### config.mk
export PLATFORM = sky130hd
export DESIGN_NAME = fetch_queue
export DESIGN_NICKNAME = d
export VERILOG_FILES = /design/src/rtl/cpu_types_pkg.sv /design/src/rtl/fetch_queue_mem.sv /design/src/rtl/fetch_queue.sv
export SDC_FILE = /design/constraint.sdc
export NUM_CORES = 1
export LEC_CHECK = 0
export CAP_MARGIN = 20
export CORE_ASPECT_RATIO = 1.1
export CORE_UTILIZATION = 55
export DETAILED_ROUTE_END_ITERATION = 10
export GPL_TIMING_DRIVEN = 0
export PLACE_DENSITY = 0.83
export RECOVER_POWER = 50
export SLEW_MARGIN = 0
export SYNTH_ARGS = -nofsm -noshare
export SYNTH_HDL_FRONTEND = slang
export SYNTH_SLANG_ARGS = --single-unit
### constraint.sdc
create_clock -name CLK -period 3.8 [get_ports CLK]
set_clock_uncertainty 0.05 [all_clocks]
set_input_delay 0.38 -clock CLK [delete_from_list [all_inputs] [get_ports CLK]]
set_output_delay 0.38 -clock CLK [all_outputs]
set_load 0.005 [all_outputs]
### src/rtl/cpu_types_pkg.sv
`default_nettype none
// ============================================================================
// cpu_types_pkg -- shared CPU types for the fetch queue and its storage.
// Revision: 1.0
// ============================================================================
package cpu_types_pkg;

  typedef logic [31:0] word_t;

  typedef enum logic [1:0] {
    FETCH  = 2'd0,
    FULL   = 2'd1,
    HALTED = 2'd2
  } fq_state_t;

  typedef struct packed {
    word_t imemload;
    word_t npc;
  } fq_entry_t;

  localparam word_t INSTR_BYTES = 32'd4;

endpackage
`default_nettype wire

### src/rtl/fetch_queue_mem.sv
`default_nettype none
// ============================================================================
// fetch_queue_mem -- DEPTH-entry instruction storage, one synchronous write
// port and one asynchronous read port.
// Revision: 1.0
// ============================================================================
import cpu_types_pkg::*;

module fetch_queue_mem #(
  parameter int DEPTH = 4
) (
  input  logic                     CLK,
  input  logic                     we,
  input  logic [$clog2(DEPTH)-1:0] waddr,
  input  fq_entry_t                wdata,
  input  logic [$clog2(DEPTH)-1:0] raddr,
  output fq_entry_t                rdata
);

  fq_entry_t mem [DEPTH];

  always_ff @(posedge CLK) begin
    if (we) begin
      mem[waddr] <= wdata;
    end
  end

  assign rdata = mem[raddr];

endmodule
`default_nettype wire

### src/rtl/fetch_queue.sv
`default_nettype none
// ============================================================================
// fetch_queue -- instruction fetch unit with a DEPTH-entry decoupling queue.
// Optional macro FETCH_QUEUE_BYPASS_EN forwards imemload to the head when empty.
// Revision: 1.0
// ============================================================================
import cpu_types_pkg::*;

module fetch_queue #(
  parameter int    DEPTH   = 4,
  parameter word_t PC_INIT = 32'h0000_0000
) (
  input  logic                     CLK,
  input  logic                     nRST,
  input  logic                     ihit,
  input  logic [31:0]              imemload,
  input  logic                     mem_busy,
  input  logic                     halt,
  input  logic                     flush,
  input  logic [31:0]              redirect_pc,
  input  logic                     deq,
  output logic                     imemREN,
  output logic [31:0]              imemaddr,
  output logic                     valid_out,
  output logic [31:0]              instr_out,
  output logic [31:0]              npc_out,
  output logic [$clog2(DEPTH):0]   count
);

  localparam int             PW         = $clog2(DEPTH);
  localparam int             CW         = PW + 1;
  localparam logic [CW-1:0]  FULL_COUNT = CW'(DEPTH);

  fq_state_t     state;
  fq_state_t     next_state;
  word_t         pc;
  logic [PW-1:0] head;
  logic [PW-1:0] tail;
  logic [CW-1:0] occ;
  fq_entry_t     head_entry;
  fq_entry_t     new_entry;

  logic deq_ok;
  logic enq_ok;
  logic bypass;
  logic bypass_consume;
  logic wr;

  assign deq_ok = deq && (occ != '0) && !flush;
  assign enq_ok = imemREN && ihit && ((occ != FULL_COUNT) || deq_ok);

`ifdef FETCH_QUEUE_BYPASS_EN
  assign bypass         = enq_ok && (occ == '0);
  assign bypass_consume = bypass && deq;
`else
  assign bypass         = 1'b0;
  assign bypass_consume = 1'b0;
`endif

  // A bypassed word consumed in the same cycle never reaches storage.
  assign wr        = enq_ok && !bypass_consume;
  assign new_entry = '{imemload: imemload, npc: pc + INSTR_BYTES};

  always_ff @(posedge CLK or negedge nRST) begin
    if (!nRST) begin
      state <= FETCH;
    end else begin
      state <= next_state;
    end
  end

  always_comb begin
    next_state = state;
    case (state)
      FETCH:   if ((occ == FULL_COUNT) && !deq && !flush) next_state = FULL;
      FULL:    if (deq || flush) next_state = FETCH;
      HALTED:  next_state = HALTED;
      default: next_state = FETCH;
    endcase
    if (halt) begin
      next_state = HALTED;
    end
  end

  always_comb begin
    imemREN = (state == FETCH) && !mem_busy && !flush && !halt;
  end

  always_ff @(posedge CLK or negedge nRST) begin
    if (!nRST) begin
      pc   <= PC_INIT;
      head <= '0;
      tail <= '0;
      occ  <= '0;
    end else begin
      // Halt freezes the fetch PC even against a redirect.
      if ((state != HALTED) && !halt) begin
        if (flush) begin
          pc <= redirect_pc;
        end else if (enq_ok) begin
          pc <= pc + INSTR_BYTES;
        end
      end
      if (flush) begin
        head <= '0;
        tail <= '0;
        occ  <= '0;
      end else begin
        if (wr)     tail <= tail + 1'b1;
        if (deq_ok) head <= head + 1'b1;
        occ <= occ + CW'(wr) - CW'(deq_ok);
      end
    end
  end

  fetch_queue_mem #(
    .DEPTH (DEPTH)
  ) u_mem (
    .CLK   (CLK),
    .we    (wr),
    .waddr (tail),
    .wdata (new_entry),
    .raddr (head),
    .rdata (head_entry)
  );

  always_comb begin
    valid_out = (occ != '0);
    instr_out = '0;
    npc_out   = '0;
    if (occ != '0) begin
      instr_out = head_entry.imemload;
      npc_out   = head_entry.npc;
    end else if (bypass) begin
      valid_out = 1'b1;
      instr_out = imemload;
      npc_out   = new_entry.npc;
    end
  end

  assign imemaddr = pc;
  assign count    = occ;

endmodule
`default_nettype wire

# Word-level counts from Yosys, hierarchy flattened
# Memory sizes are Yosys's and may differ from the RTL's.
# Index checks and enable logic that the tools add are counted.
[classes]
reduce_logical = 22
n_eq_ne = 7
n_mux = 16
addsub = 5
[ops]
columns = ["cell", "n"]
rows = [
  ["32-bit 2-to-1 mux", 4],
  ["32-bit by 3-bit adder with 32-bit output (second input constant)", 1],
  ["2-bit 2-to-1 mux", 7],
  ["1-bit logical AND", 10],
  ["3-bit inequality test (second input constant)", 3],
  ["2-bit case mux with 3 select lines", 1],
  ["2-bit by 1-bit adder with 2-bit output (second input constant)", 2],
  ["1-bit zero test", 4],
  ["2-bit AND reduction", 2],
  ["2-bit nonzero test", 2],
  ["3-bit by 1-bit adder with 3-bit output", 1],
  ["3-bit equality test (second input constant)", 1],
  ["1-bit 2-to-1 mux", 3],
  ["3-bit 2-to-1 mux", 1],
  ["3-bit nonzero test", 1],
  ["3-bit by 1-bit subtractor with 3-bit output", 1],
  ["2-bit by 1-bit equality test with 1-bit output (second input constant)", 1],
  ["2-bit equality test (second input constant)", 1],
  ["2-bit zero test", 1],
  ["1-bit logical OR", 2],
  ["2-bit inequality test (second input constant)", 1],
]
[word_totals]
regBits = 41
out_inout_bits = 101
input_bits = 71
mem_bits_rw = 256
n_memories = 1
[memory_table]
columns = ["memory", "depth", "width", "read_ports", "rd_clocked_by_memory_dff", "wr", "line", "rtl"]
rows = [
  ["u_mem.mem", 4, 64, 1, 0, 1, "fetch_queue_mem.sv:20", "fq_entry_t mem [DEPTH];"],
]

# Depth between registers and ports, before layout
[depth]
word_depth = 9
ltp_mapped = 13
mapped_depth_nobuf = 11

# Cells and area by module
# From an unflattened synthesis, not the netlist that was laid out.
[unflattened]
cells_unflattened = 719
area_unflattened_um2 = 12603.3
[modules_own_cells]
columns = ["module", "area_per_inst_um2", "n_inst", "cells_per_inst"]
rows = [
  ["fetch_queue_mem", 9341.5, 1, 338],
  ["fetch_queue", 3261.9, 1, 381],
]

# Least setup slack after synthesis
# Ideal clock, no wire load.
[synth_timing]
path_kind = "input to register"
from = "input halt"
to = "memory u_mem.mem[0][0] (netlist bit), enable pin"
setup_time_ps = 429
stages = 5
t_required_ps = 3321
path_slack_ps = 296
arrival_time_ps = 3025
path_buffers = 2
cell_sequence = "or3_4 -> a211oi_2 -> buf_2 -> clkbuf_1 -> and2_1"
[synth_between]
elab_chain_len = 6
[synth_lines]
columns = ["element", "line", "rtl"]
rows = [
  ["start: declaration", "fetch_queue.sv:18", "input logic halt,"],
  ["1-bit zero test", "fetch_queue.sv:86", "imemREN = (state == FETCH) && !mem_busy && !flush && !halt;"],
  ["1-bit logical AND", "fetch_queue.sv:86", ""],
  ["1-bit logical AND (2 in a row)", "fetch_queue.sv:50", "assign enq_ok = imemREN && ihit && ((occ != FULL_COUNT) || deq_ok);"],
  ["1-bit 2-to-1 mux", "fetch_queue_mem.sv:23", "if (we) begin"],
  ["1-bit 2-to-1 mux (not written as such)", "fetch_queue_mem.sv:24", "mem[waddr] <= wdata;"],
  ["end: declaration", "fetch_queue_mem.sv:20", ""],
]
# Every way passes these cells.

# Worst setup path after layout
[layout_timing]
from = "register occ[1] (netlist: count[1])"
to = "register occ[2] (netlist: count[2])"
[layout_between]
elab_chain_len = 8
elab_cells_between_ends = 9
[layout_lines]
columns = ["element", "line", "rtl"]
rows = [
  ["start: declaration", "fetch_queue.sv:39", "logic [CW-1:0] occ;"],
  ["start signal: assignment", "fetch_queue.sv:111", "occ <= occ + CW'(wr) - CW'(deq_ok);"],
  ["3-bit nonzero test", "fetch_queue.sv:49", "assign deq_ok = deq && (occ != '0) && !flush;"],
  ["1-bit logical AND (2 in a row)", "fetch_queue.sv:49", ""],
  ["1-bit logical OR", "fetch_queue.sv:50", ""],
  ["1-bit logical AND", "fetch_queue.sv:50", ""],
  ["3-bit by 1-bit adder with 3-bit output", "fetch_queue.sv:111", ""],
  ["3-bit by 1-bit subtractor with 3-bit output (*)", "fetch_queue.sv:111", ""],
  ["3-bit 2-to-1 mux (*)", "fetch_queue.sv:104", "if (flush) begin"],
]
# Mark *: on every way between the ends. The rest lies on a longest branch, timed or not.
# A chain may end at the register's enable or synchronous reset.

==> summary.md <==
| Metric | Value |
|---|---|
| Gr busiest metal | met2 |
| Vias in the first global route | 7403 |
| Synth top area share | 0.617 |
| Static leakage | 0.00521 uW |
| Max-slew violations | 0 |
| Via count | 7413 |
| Skew-Pair Late Insertion Delay | roughly 540 ps |
| Final Hold Viols | 0 |
| Rel. slew slack | 0.0731 |
| Initial Util | 0.562 |
| Multi-input gate area | roughly 3500 sq um |
| Worst hold slack | 351 ps |
| Tcrit/Tclk final | 0.928 |
| Seq cells post-synth | a little under 300 |
| Layout cell share with drive strength beyond 1 | 0.139 |
| HP Class | input pin to register |
| Comb power frac | 0.201 |
| Worst slack, placed | 112 ps |
| GRT Overall Usage | 0.229 |
| Num Clock Sinks | between 200 and 300 |
| Iter 0 DRT Violations | ~560 |
| Sequential share of power | 0.443 |
| Hold-fix buffers at CTS | 1 |
| Cell-internal power | 6360 uW |
| Worst-path maximum fanout | 10 |
| FFs w/ async S/R, synth | 0.138 |
| Max Fclk | roughly 280 MHz |
| Worst Setup End Kind | register |
| Warnings from Yosys | 0 |
| Top-count cell post-synth | edfxtp_1 |
| Top cells by count, synth | edfxtp_1 (256), and2_1 (68), mux4_2 (64) |
| Core area | about 22000 sq um |
| Critical-path top delay cell | dfrtp_1 |
| 1st-pass router iterations | 5 |
| Net Count, Synth | 818 |
| CTS Root Cell | clkbuf_16 |
| Post-CTS Setup Bufs | 0 |
| Die Height | 160 um |
| Number of fill cells | approximately 1400 |
| Netlist Area Pre-Place | 12500 sq um |
| Hold path start | redirect_pc[1] |
| Post-synth EDFFs | approximately 260 |
| Final RePlAce weighted congestion | about 0.9 |
| Clk network pwr share | 0.356 |
| Die Wd | 145 um |
| Final #Nets | a little over 1000 |
| Slew @ Worst Pin | 1390 ps |
| Worst reg2reg startpoint | count[1] |
| Met3 Resource Use GR | 0.0311 |
| Switching Fraction | 0.231 |
| Met1 Use GR | 0.323 |
| IO buf count | 171 |
| Detailed-route wire length per cell | ~21 um |
| Crit start category | register |
| Placed inst area | 14700 sq um |
| Post-Synthesis Cells | 739 |
| Max IR drop VDD | 0.359 mV |
| DRC viols | 0 |
| CTS tree | yes |
| Final instance area | approximately 16000 sq um |
| Arrival @ worst endpoint | 3880 ps |
| Antenna viol nets, final | 0 |
| Leading area contributor after synthesis | edfxtp_1 |
| Clock-pin slew on the worst setup and hold paths | around 60 ps |
| Area contributors post-synth | edfxtp_1 (62%), mux4_2 (12%), dfrtp_1 (8.2%) |
| CTS resizes | 0 |
| CTS max path bufs | 3 |
| Final worst slack | 272 ps |
| Initial antenna violation count | 0 |
| Synth Area per Inst | ~17 sq um |
| IO Count | 172 |
| Count of cell types in the netlist | 54 |
| Largest net degree at the start of global routing | 54 |
| Total gr overflow | 0 |
| Post-layout util | 0.705 |
| Post-DP HPWL | between 15000 and 20000 um |
| Pwr per Cell Area | ~530 nW/um^2 |
| First-pass GRT wire length | approximately 40000 um |
| Area added between synthesis and finish | 25.6% |
| Sequential-to-total area share from yosys stat | 0.699 |
| Via-per-instance ratio | 5.86 |
| Synth Flop Type | edfxtp_1 |
| Sw Pwr | about 1900 uW |
| Crit path launch | count[1] |
| Num CTS Buffers | 28 |
| Crit path required time | 4150 ps |
| Site Rows | 57 |
| Max cap viols | 0 |
| Crit-path max cell delay | 450 ps |
| Critical path class | register to register |
| Storage cell area | ~8700 sq um |
| Die Area | 23300 sq um |
| Final Setup Violations | 0 |
| Final WL | 26400 um |
| RSZ-0062 raised after global routing | no |
| Worst path cell trace | nor3b_1 -> a211oi_1 -> inv_2 -> clkbuf_1 -> buf_2 -> ha_1 -> inv_1 -> ha_1 -> inv_1 -> fa_1 -> xor2_1 -> xnor2_1 -> nor2_1 |
| Min Tclk post-route | 3530 ps |
| Status | finished clean |
| GRT met2 Usage | 0.385 |
| H-tree levels | 1 |
sequential cells by signal, summed over array words and instances, names as in the netlist:
| name | count |
|---|---|
| tail | 2 |
| head | 2 |
| count | 3 |
| imemaddr | 32 |
| state | 2 |
| u_mem.mem | 256 |
metrics by stage:
step                setup TNS (ps)  instances  power (uW)
global placement           -391960       1205        5420
finish                           0       1264        8280
floorplan                        0        739        4550
global route                     0       1263        8580
CTS                              0       1263        8380
detailed placement               0       1210        5450
cell type report:
type | instances | share of cell area
Multi-Input combinational cell | 384 | 0.224
Buffer | 46 | 0.0124
Tap cell | 295 | 0.0236
Clock buffer | 40 | 0.0529
Inverter | 12 | 0.00288
Clock inverter | 12 | 0.0110
Sequential cell | 297 | 0.557
Antenna cell | 1 | 0.000160
Timing Repair Buffer | 177 | 0.116
path summary, 6_finish.rpt:
kind	end	slack, ps	cells after the start
setup reg to reg	count[2]	270	13
hold reg to reg	state[0]	520	2
setup / recovery	count[2]	270	13
max in group asynchronous	state[0]	1210	3
min in group asynchronous	imemaddr[19]	590	2
hold / removal	imemaddr[1]	350	3
power by group through the flow:
stage / Sequential, uW / Combinational [uW] / Clock (uW)
after floorplan: 3720 / 830 / 0
after global placement: 3730 / 1690 / 0
after detailed placement: 3730 / 1720 / 0
after CTS: 3670 / 1730 / 2980
after global routing: 3670 / 1810 / 3100
final: 3670 / 1660 / 2940
cell families (layout without fill, tap and decap cells):
kind of cell / after synthesis / count (layout) / synth area share
adders and majority gates: 8 / 8 / 0.00864
muxes: 65 / 65 / 0.117
DFF: 297 / 297 / 0.699
AOI/OAI and AO/OA: 69 / 69 / 0.0405
buffers and inverters: 58 / 287 / 0.0195
xor gates and xnor gates: 33 / 33 / 0.0232
and+or+nand+nor: 209 / 209 / 0.0921
other: 0 / 1 / 0
layer usage:
layer | up-vias | routed length, um
li1 | 3320 | -
met2 | 340 | 13200
met5 | - | 0
met4 | 0 | 242
met3 | 19 | 1700
met1 | 3734 | 11300
layout by cell type, fill, tap and decap left out, drive strengths merged, types with 5 or more instances in the layout:
master / Yosys / routed
mux4: 64 / 64
o22ai: 5 / 5
clkdlybuf4s50: 0 / 104
or3: 8 / 8
o211ai: 10 / 10
ha: 7 / 7
nand2: 29 / 29
nand4: 15 / 15
xor2: 18 / 18
clkinv: 0 / 8
a2bb2oi: 5 / 5
and3: 5 / 5
dlygate4sd3: 0 / 67
o311ai: 9 / 9
edfxtp: 256 / 256
nor2: 35 / 35
o21ai: 8 / 8
inv: 12 / 12
and2: 68 / 68
nand3: 19 / 19
buf: 18 / 17
clkbuf: 28 / 75
xnor2: 15 / 15
nor3: 10 / 10
a21oi: 11 / 11
nor4: 5 / 5
dfrtp: 41 / 41
critical path, delay by kind of cell (launching register included):
family / cells / cell delay [ps]
xor+xnor: 2 / 380
flops: 1 / 450
fa+ha+maj: 3 / 790
compound gates: 1 / 180
buf+inv: 5 / 1100
simple gates: 2 / 450
No activity file was read; power rests on OpenSTA's default activity.
